==> src/rtl/axi_crossbar_addr_arb_if.sv <==
// rtl/axi_crossbar_addr_arb_if.sv - requester and master-side address handshake bundle for the port arbiter
interface axi_crossbar_addr_arb_if #(
    parameter int          S_COUNT = 4,
    parameter int unsigned M_ISSUE = 32'd4
);
    localparam int IDX_W = (S_COUNT > 1) ? $clog2(S_COUNT) : 1;
    localparam int CNT_W = $clog2(M_ISSUE + 1);

    logic [S_COUNT-1:0]   s_req_valid;
    logic [S_COUNT*4-1:0] s_req_qos;
    logic [S_COUNT-1:0]   s_req_ready;
    logic [S_COUNT-1:0]   m_grant;
    logic [IDX_W-1:0]     m_grant_encoded;
    logic                 m_axi_avalid;
    logic                 m_axi_aready;
    logic                 m_cpl_valid;
    logic [CNT_W-1:0]     m_issue_count;

    modport slave (
        input  s_req_valid, s_req_qos, m_axi_aready, m_cpl_valid,
        output s_req_ready, m_grant, m_grant_encoded, m_axi_avalid, m_issue_count
    );

    modport master (
        output s_req_valid, s_req_qos, m_axi_aready, m_cpl_valid,
        input  s_req_ready, m_grant, m_grant_encoded, m_axi_avalid, m_issue_count
    );
endinterface

==> src/rtl/axi_crossbar_addr_arb.sv <==
// rtl/axi_crossbar_addr_arb.sv - QoS/round-robin address arbiter with outstanding-transaction cap
module axi_crossbar_addr_arb #(
    parameter int          S_COUNT    = 4,
    parameter int unsigned M_ISSUE    = 32'd4,
    parameter bit          QOS_ENABLE = 1'b1
) (
    input  logic                   clk,
    input  logic                   rst,
    axi_crossbar_addr_arb_if.slave bus
);
    localparam int IDX_W = (S_COUNT > 1) ? $clog2(S_COUNT) : 1;
    localparam int CNT_W = $clog2(M_ISSUE + 1);
    localparam logic [CNT_W-1:0] ISSUE_MAX = CNT_W'(M_ISSUE);
    localparam logic [IDX_W-1:0] LAST_RST  = IDX_W'(S_COUNT - 1);

    typedef enum logic {IDLE, GRANT} state_t;

    state_t             state_q;
    logic [S_COUNT-1:0] grant_q;
    logic [IDX_W-1:0]   grant_enc_q;
    logic [IDX_W-1:0]   last_grant_q;
    logic               avalid_q;
    logic [CNT_W-1:0]   issue_cnt_q;
    logic [CNT_W-1:0]   issue_cnt_d;

    logic [3:0]         max_qos;
    logic [S_COUNT-1:0] cand;
    logic [IDX_W-1:0]   rr_idx;
    logic [IDX_W-1:0]   win_idx;
    logic               win_found;
    logic [S_COUNT-1:0] grant_d;
    logic               hs;
    logic               eligible;

    assign hs       = avalid_q & bus.m_axi_aready;
    assign eligible = (|bus.s_req_valid) && ((issue_cnt_q < ISSUE_MAX) || bus.m_cpl_valid);
    assign grant_d  = S_COUNT'(1) << win_idx;

    always_comb begin
        max_qos = '0;
        cand    = '0;
        for (int i = 0; i < S_COUNT; i++) begin
            if (bus.s_req_valid[i] && (bus.s_req_qos[i*4 +: 4] > max_qos))
                max_qos = bus.s_req_qos[i*4 +: 4];
        end
        for (int i = 0; i < S_COUNT; i++)
            cand[i] = bus.s_req_valid[i] && (!QOS_ENABLE || (bus.s_req_qos[i*4 +: 4] == max_qos));
    end

    // Scan upward from the requester after the last winner so the previous winner is considered last.
    always_comb begin
        rr_idx    = '0;
        win_idx   = '0;
        win_found = 1'b0;
        for (int k = 1; k <= S_COUNT; k++) begin
            rr_idx = IDX_W'((int'(last_grant_q) + k) % S_COUNT);
            if (!win_found && cand[rr_idx]) begin
                win_found = 1'b1;
                win_idx   = rr_idx;
            end
        end
    end

    // A handshake and a completion in the same cycle cancel; completions at zero are dropped.
    always_comb begin
        issue_cnt_d = issue_cnt_q;
        if (hs && !bus.m_cpl_valid)
            issue_cnt_d = issue_cnt_q + 1'b1;
        else if (!hs && bus.m_cpl_valid && (issue_cnt_q != '0))
            issue_cnt_d = issue_cnt_q - 1'b1;
    end

    always_ff @(posedge clk) begin
        if (rst) begin
            state_q      <= IDLE;
            grant_q      <= '0;
            grant_enc_q  <= '0;
            last_grant_q <= LAST_RST;
            avalid_q     <= 1'b0;
            issue_cnt_q  <= '0;
        end else begin
            issue_cnt_q <= issue_cnt_d;
            case (state_q)
                IDLE: begin
                    if (eligible && win_found) begin
                        grant_q     <= grant_d;
                        grant_enc_q <= win_idx;
                        avalid_q    <= 1'b1;
                        state_q     <= GRANT;
                    end
                end
                GRANT: begin
                    if (hs) begin
                        last_grant_q <= grant_enc_q;
                        avalid_q     <= 1'b0;
                        state_q      <= IDLE;
                    end
                end
                default: state_q <= IDLE;
            endcase
        end
    end

    assign bus.s_req_ready     = hs ? grant_q : '0;
    assign bus.m_grant         = grant_q;
    assign bus.m_grant_encoded = grant_enc_q;
    assign bus.m_axi_avalid    = avalid_q;
    assign bus.m_issue_count   = issue_cnt_q;
endmodule
==> src/flat_wrapper.sv <==
// flat-port wrapper written by rule: the top's interface ports become plain ports
module axi_crossbar_addr_arb_flat 
#(
    parameter int          S_COUNT    = 4,
    parameter int unsigned M_ISSUE    = 32'd4,
    parameter bit          QOS_ENABLE = 1'b1
)
  (clk, rst, bus_s_req_valid, bus_s_req_qos, bus_m_axi_aready, bus_m_cpl_valid, bus_s_req_ready, bus_m_grant, bus_m_grant_encoded, bus_m_axi_avalid, bus_m_issue_count);
  axi_crossbar_addr_arb_if #(.S_COUNT(S_COUNT), .M_ISSUE(M_ISSUE)) bus_i ();
  input  logic clk;
  input  logic rst;
  input wire logic [$bits(bus_i.s_req_valid)-1:0] bus_s_req_valid;
  input wire logic [$bits(bus_i.s_req_qos)-1:0] bus_s_req_qos;
  input wire logic [$bits(bus_i.m_axi_aready)-1:0] bus_m_axi_aready;
  input wire logic [$bits(bus_i.m_cpl_valid)-1:0] bus_m_cpl_valid;
  output wire logic [$bits(bus_i.s_req_ready)-1:0] bus_s_req_ready;
  output wire logic [$bits(bus_i.m_grant)-1:0] bus_m_grant;
  output wire logic [$bits(bus_i.m_grant_encoded)-1:0] bus_m_grant_encoded;
  output wire logic [$bits(bus_i.m_axi_avalid)-1:0] bus_m_axi_avalid;
  output wire logic [$bits(bus_i.m_issue_count)-1:0] bus_m_issue_count;
  assign bus_i.s_req_valid = bus_s_req_valid;
  assign bus_i.s_req_qos = bus_s_req_qos;
  assign bus_i.m_axi_aready = bus_m_axi_aready;
  assign bus_i.m_cpl_valid = bus_m_cpl_valid;
  assign bus_s_req_ready = bus_i.s_req_ready;
  assign bus_m_grant = bus_i.m_grant;
  assign bus_m_grant_encoded = bus_i.m_grant_encoded;
  assign bus_m_axi_avalid = bus_i.m_axi_avalid;
  assign bus_m_issue_count = bus_i.m_issue_count;
  axi_crossbar_addr_arb #(.S_COUNT(S_COUNT), .M_ISSUE(M_ISSUE), .QOS_ENABLE(QOS_ENABLE)) u_core (.clk(clk), .rst(rst), .bus(bus_i));
endmodule
==> config.mk <==
export PLATFORM = sky130hd
export DESIGN_NAME = axi_crossbar_addr_arb_flat
export DESIGN_NICKNAME = d
export VERILOG_FILES = /design/src/rtl/axi_crossbar_addr_arb_if.sv /design/src/rtl/axi_crossbar_addr_arb.sv /design/src/flat_wrapper.sv
export SDC_FILE = /design/constraint.sdc
export NUM_CORES = 1
export LEC_CHECK = 0
export BUFFER_PORTS_ARGS = -buffer_cell sky130_fd_sc_hd__buf_2
export CAP_MARGIN = 20
export CORE_MARGIN = 4
export CORE_UTILIZATION = 45
export CTS_CLUSTER_SIZE = 28
export DETAILED_ROUTE_END_ITERATION = 8
export PLACE_DENSITY = 0.79
export SLEW_MARGIN = 25
export SYNTH_ARGS = -nofsm -noshare
export SYNTH_HDL_FRONTEND = slang
export SYNTH_SLANG_ARGS = --single-unit
==> constraint.sdc <==
create_clock -name clk -period 12.01 [get_ports clk]
set_input_delay 0.6005 -clock clk [delete_from_list [all_inputs] [get_ports clk]]
set_output_delay 0.6005 -clock clk [all_outputs]
set_load 0.01 [all_outputs]
==> key figures <==
Route
  – Vias per cell: 5.789
  – WL/cell: 13.63 um
  – Detailed-router iteration count before antenna repair: 4
  – Routed WL: 3939 um
  – Post-route ant nets: 0
  – Via count: 1673
  – Initial DRC count: 123
  – DRC viols: 0

Synth
  – Distinct cells, synth: 53
  – Syn nets: 242
  – Avg Cell Area, Syn: 7.886 sq um
  – Mux contribution to synthesized area: 0.01238
  – Top cell type's share of synthesized area: 0.1610
  – Asr flop ratio synth: 0
  – Post-Synth XOR/XNOR Area: 0.05418
  – Simple-Gate Fraction of Synth Area: 0.2910
  – Synth Area in Compound Gates: 0.3421
  – Synthesized cell area: 1617 sq um
  – Synth cell count leaders: nand2_1 (20), nor2_1 (16), a21oi_1 (13), dfxtp_1 (13), ha_1 (12)
  – Register area share after synthesis: 0.1610
  – Post-synthesis instance total: 205
  – Adder-cell share of the synthesized area: 0.1053
  – Yosys reg bits: 13
  – Leading post-synthesis cells by cell area: dfxtp_1 (16%), ha_1 (9.3%), nand2_1 (4.6%)
  – Synth Warn #: 0
  – Largest family of logic cells by synthesized area: compound AO/OA/AOI/OAI gates
  – Biggest area consumer among synthesized cells: dfxtp_1
  – Most frequent cell after synthesis: nand2_1
  – Top FF cell, synth: dfxtp_1
  – EDFF count, synth: 0

STA
  – Setup_tns: 0 ps
  – Fin crit period: 5941 ps
  – F_max: 0.1683 GHz
  – Final worst-path cycle share: 0.4946
  – Endpoints failing hold: 0
  – Clk_skew: 10.53 ps
  – Setup ws final: 6069 ps
  – Max transition margin: 0.5716
  – Slew Viols, Final: 0
  – Unrepaired setup endpoints after global routing: false
  – Slew @ Worst Pin: 638.7 ps
  – Final setup fails: 0

Die
  – Die width: 67.94 um
  – # IOs: 38
  – Initial core utilization: 0.4769
  – Full die area: 4615 sq um
  – # rows: 21
  – CORE AREA: 3390 sq um
  – Chip height: 67.94 um

Hold path
  – Hold Crit Class: flop to flop
  – Min-Delay Endpoint: u_core.bus.m_grant_encoded[1]$_SDFFE_PP0P_
  – Number of cells on the worst hold path: 2
  – Hold path start: u_core.bus.m_grant_encoded[1]$_SDFFE_PP0P_

Setup path
  – Crit Path Max Fanout: 11
  – Crit end category: flop
  – Slowest-stage cell, CP: o31ai_2
  – Crit Path Category: input port to flop
  – Reg-to-reg setup timing slack: 10140 ps
  – Worst r2r dst: u_core.bus.m_issue_count[1]$_SDFFE_PP0P_
  – Peak per-stage delay on the critical path: 610 ps
  – Reg2reg path depth: 8
  – Crit start category: input port
  – Critical path arrival: 6100 ps
  – CP Cell Sequence: buf_2 -> nand2_1 -> ha_1 -> nor2b_4 -> o211ai_4 -> a32o_1 -> nor2_1 -> ha_1 -> a21oi_2 -> o221ai_2 -> and2_4 -> o31ai_2 -> ha_1 -> and4b_1 -> a211oi_1 -> o2bb2ai_1 -> o21ba_2 -> o32ai_1 -> and4_1 -> o21bai_1 -> o31ai_2 -> or2_2 -> o31ai_1
  – Crit-path most repeated cell: ha_1
  – R2r startpoint: u_core.bus.m_axi_avalid$_SDFFE_PP0P_
  – Worst EP required: 12170 ps

CTS
  – CTS Buf Count: 3
  – Clk slew on worst S/H paths: 70 ps
  – Clock buffer depth: 2
  – H-Tree Depth: 1
  – Clock Latency Late Sink: 280 ps
  – TritonCTS clock tree: yes
  – Post-CTS Setup Bufs: 0
  – Post-CTS resize count: 0
  – Root Buffer Master: clkbuf_4
  – Hold-fix buffers, CTS: 0
  – CTS sink cnt: 13

Layout
  – Antenna cells: 0
  – P&R area growth vs syn: 16.18%
  – Layout cell share with drive strength beyond 1: 0.2593
  – Nets: 281
  – Design area: 1878 sq um

GRT
  – Global-route wire length before repair: 6596 um
  – Number of global-route vias before repair: 1528
  – Overall Global Routing Usage: 0.1799
  – Grt ovf: 0
  – Largest net degree at the start of global routing: 15
  – Initial antenna violation count: 0

Place
  – Port-buffer cells: 37
  – Placement-stage cell area: 1846 sq um
  – GPL Wtd Cong: 0.8945
  – DP HPWL: 3240 um
  – Post-place setup slack: 5586 ps

Power
  – P_leak: 0.0008450 uW
  – PwrDens: 113.1 nW/um^2
  – Worst VDD drop: 0.04390 mV
  – Pwr Total: 212.3 uW

Flow run
  – Max-cap violations: 0

Run status
  – Status: completed
## layout make-up
cell class | count | area, sq um
tap | 46 | 57.56
multi-input combinational | 178 | 1306
clock inverter | 1 | 5.005
timing repair buffer | 37 | 185.2
clock buffer | 3 | 22.52
fill | 319 | 1511
inverter | 11 | 41.29
sequential | 13 | 260.3
## sequential cells by signal (all words and copies together) (netlist names)
| register | cells |
|---|---|
| u_core.bus.m_grant | 4 |
| u_core.state_q | 1 |
| u_core.bus.m_issue_count | 3 |
| u_core.last_grant_q | 2 |
| u_core.bus.m_grant_encoded | 2 |
| u_core.bus.m_axi_avalid | 1 |
## critical path: cells and delay by family
kind                       cells  cell delay, ps
buffers and inverters          1             170
AOI/OAI and AO/OA             12            3130
adders and majority gates      3             950
and+or+nand+nor                7            1250
## cell families after synthesis
| kind of cell | count (synthesis) |
|---|---|
| AO/OA/AOI/OAI | 68 |
| AND/OR/NAND/NOR | 85 |
| flip-flops | 13 |
| multiplexers | 2 |
| XOR/XNOR | 10 |
| adder cells (fa/ha/maj) | 13 |
| buffers and inverters | 14 |
## per-stage QoR
step / util / cells / hold WS (ps)
3_3_place_gp: 0.5445 / 285 / 473.7
5_1_grt: 0.5541 / 289 / 520.2
3_5_place_dp: 0.5445 / 285 / 493.2
2_1_floorplan: - / 205 / 479.5
6_report: 0.5541 / 289 / 501.8
4_1_cts: 0.5526 / 289 / 504.7
## metal layers
metal	vias up	track usage	part of all wire
met2	55	0.3081	0.47
met3	11	0.01478	0.058
li1	856	-	-
met5	-	0	0
met1	751	0.2299	0.45
met4	0	0.07444	0.025
## where the power goes
| part | internal, uW | switching, uW |
|---|---|---|
| clock | 12.4 | 14.7 |
| sequential | 50.8 | 9.24 |
| combinational | 56.1 | 69.1 |
## worst max path at each step
| stage | from | end | slack, ps |
|---|---|---|---|
| after floorplan | bus_s_req_valid[0] | u_core.bus.m_grant_encoded[0]$_SDFFE_PP0P_ | 6600 |
| after global placement | bus_s_req_valid[0] | u_core.bus.m_grant[0]$_SDFFE_PP0P_ | 5720 |
| after detailed placement | bus_s_req_valid[0] | u_core.bus.m_grant[1]$_SDFFE_PP0P_ | 5590 |
| after CTS | bus_s_req_valid[0] | u_core.bus.m_grant[1]$_SDFFE_PP0P_ | 5860 |
| after global routing | bus_s_req_valid[0] | u_core.bus.m_grant[1]$_SDFFE_PP0P_ | 5530 |
| final | bus_s_req_valid[0] | u_core.bus.m_grant[1]$_SDFFE_PP0P_ | 6070 |
## placed cells by master, fill, tap and decap left out, types with 5 or more instances in the layout
| cell type | count |
|---|---|
| o31ai_1 | 5 |
| buf_2 | 37 |
| o21ai_0 | 7 |
| nor3_1 | 5 |
| nand2_1 | 20 |
| dfxtp_1 | 13 |
| and3_1 | 6 |
| o21ba_2 | 6 |
| inv_1 | 11 |
| ha_1 | 12 |
| a21oi_1 | 13 |
| nand3b_1 | 6 |
| xor2_1 | 8 |
| and2_1 | 6 |
| nor2_1 | 16 |
(Power assumes the default switching activity.)
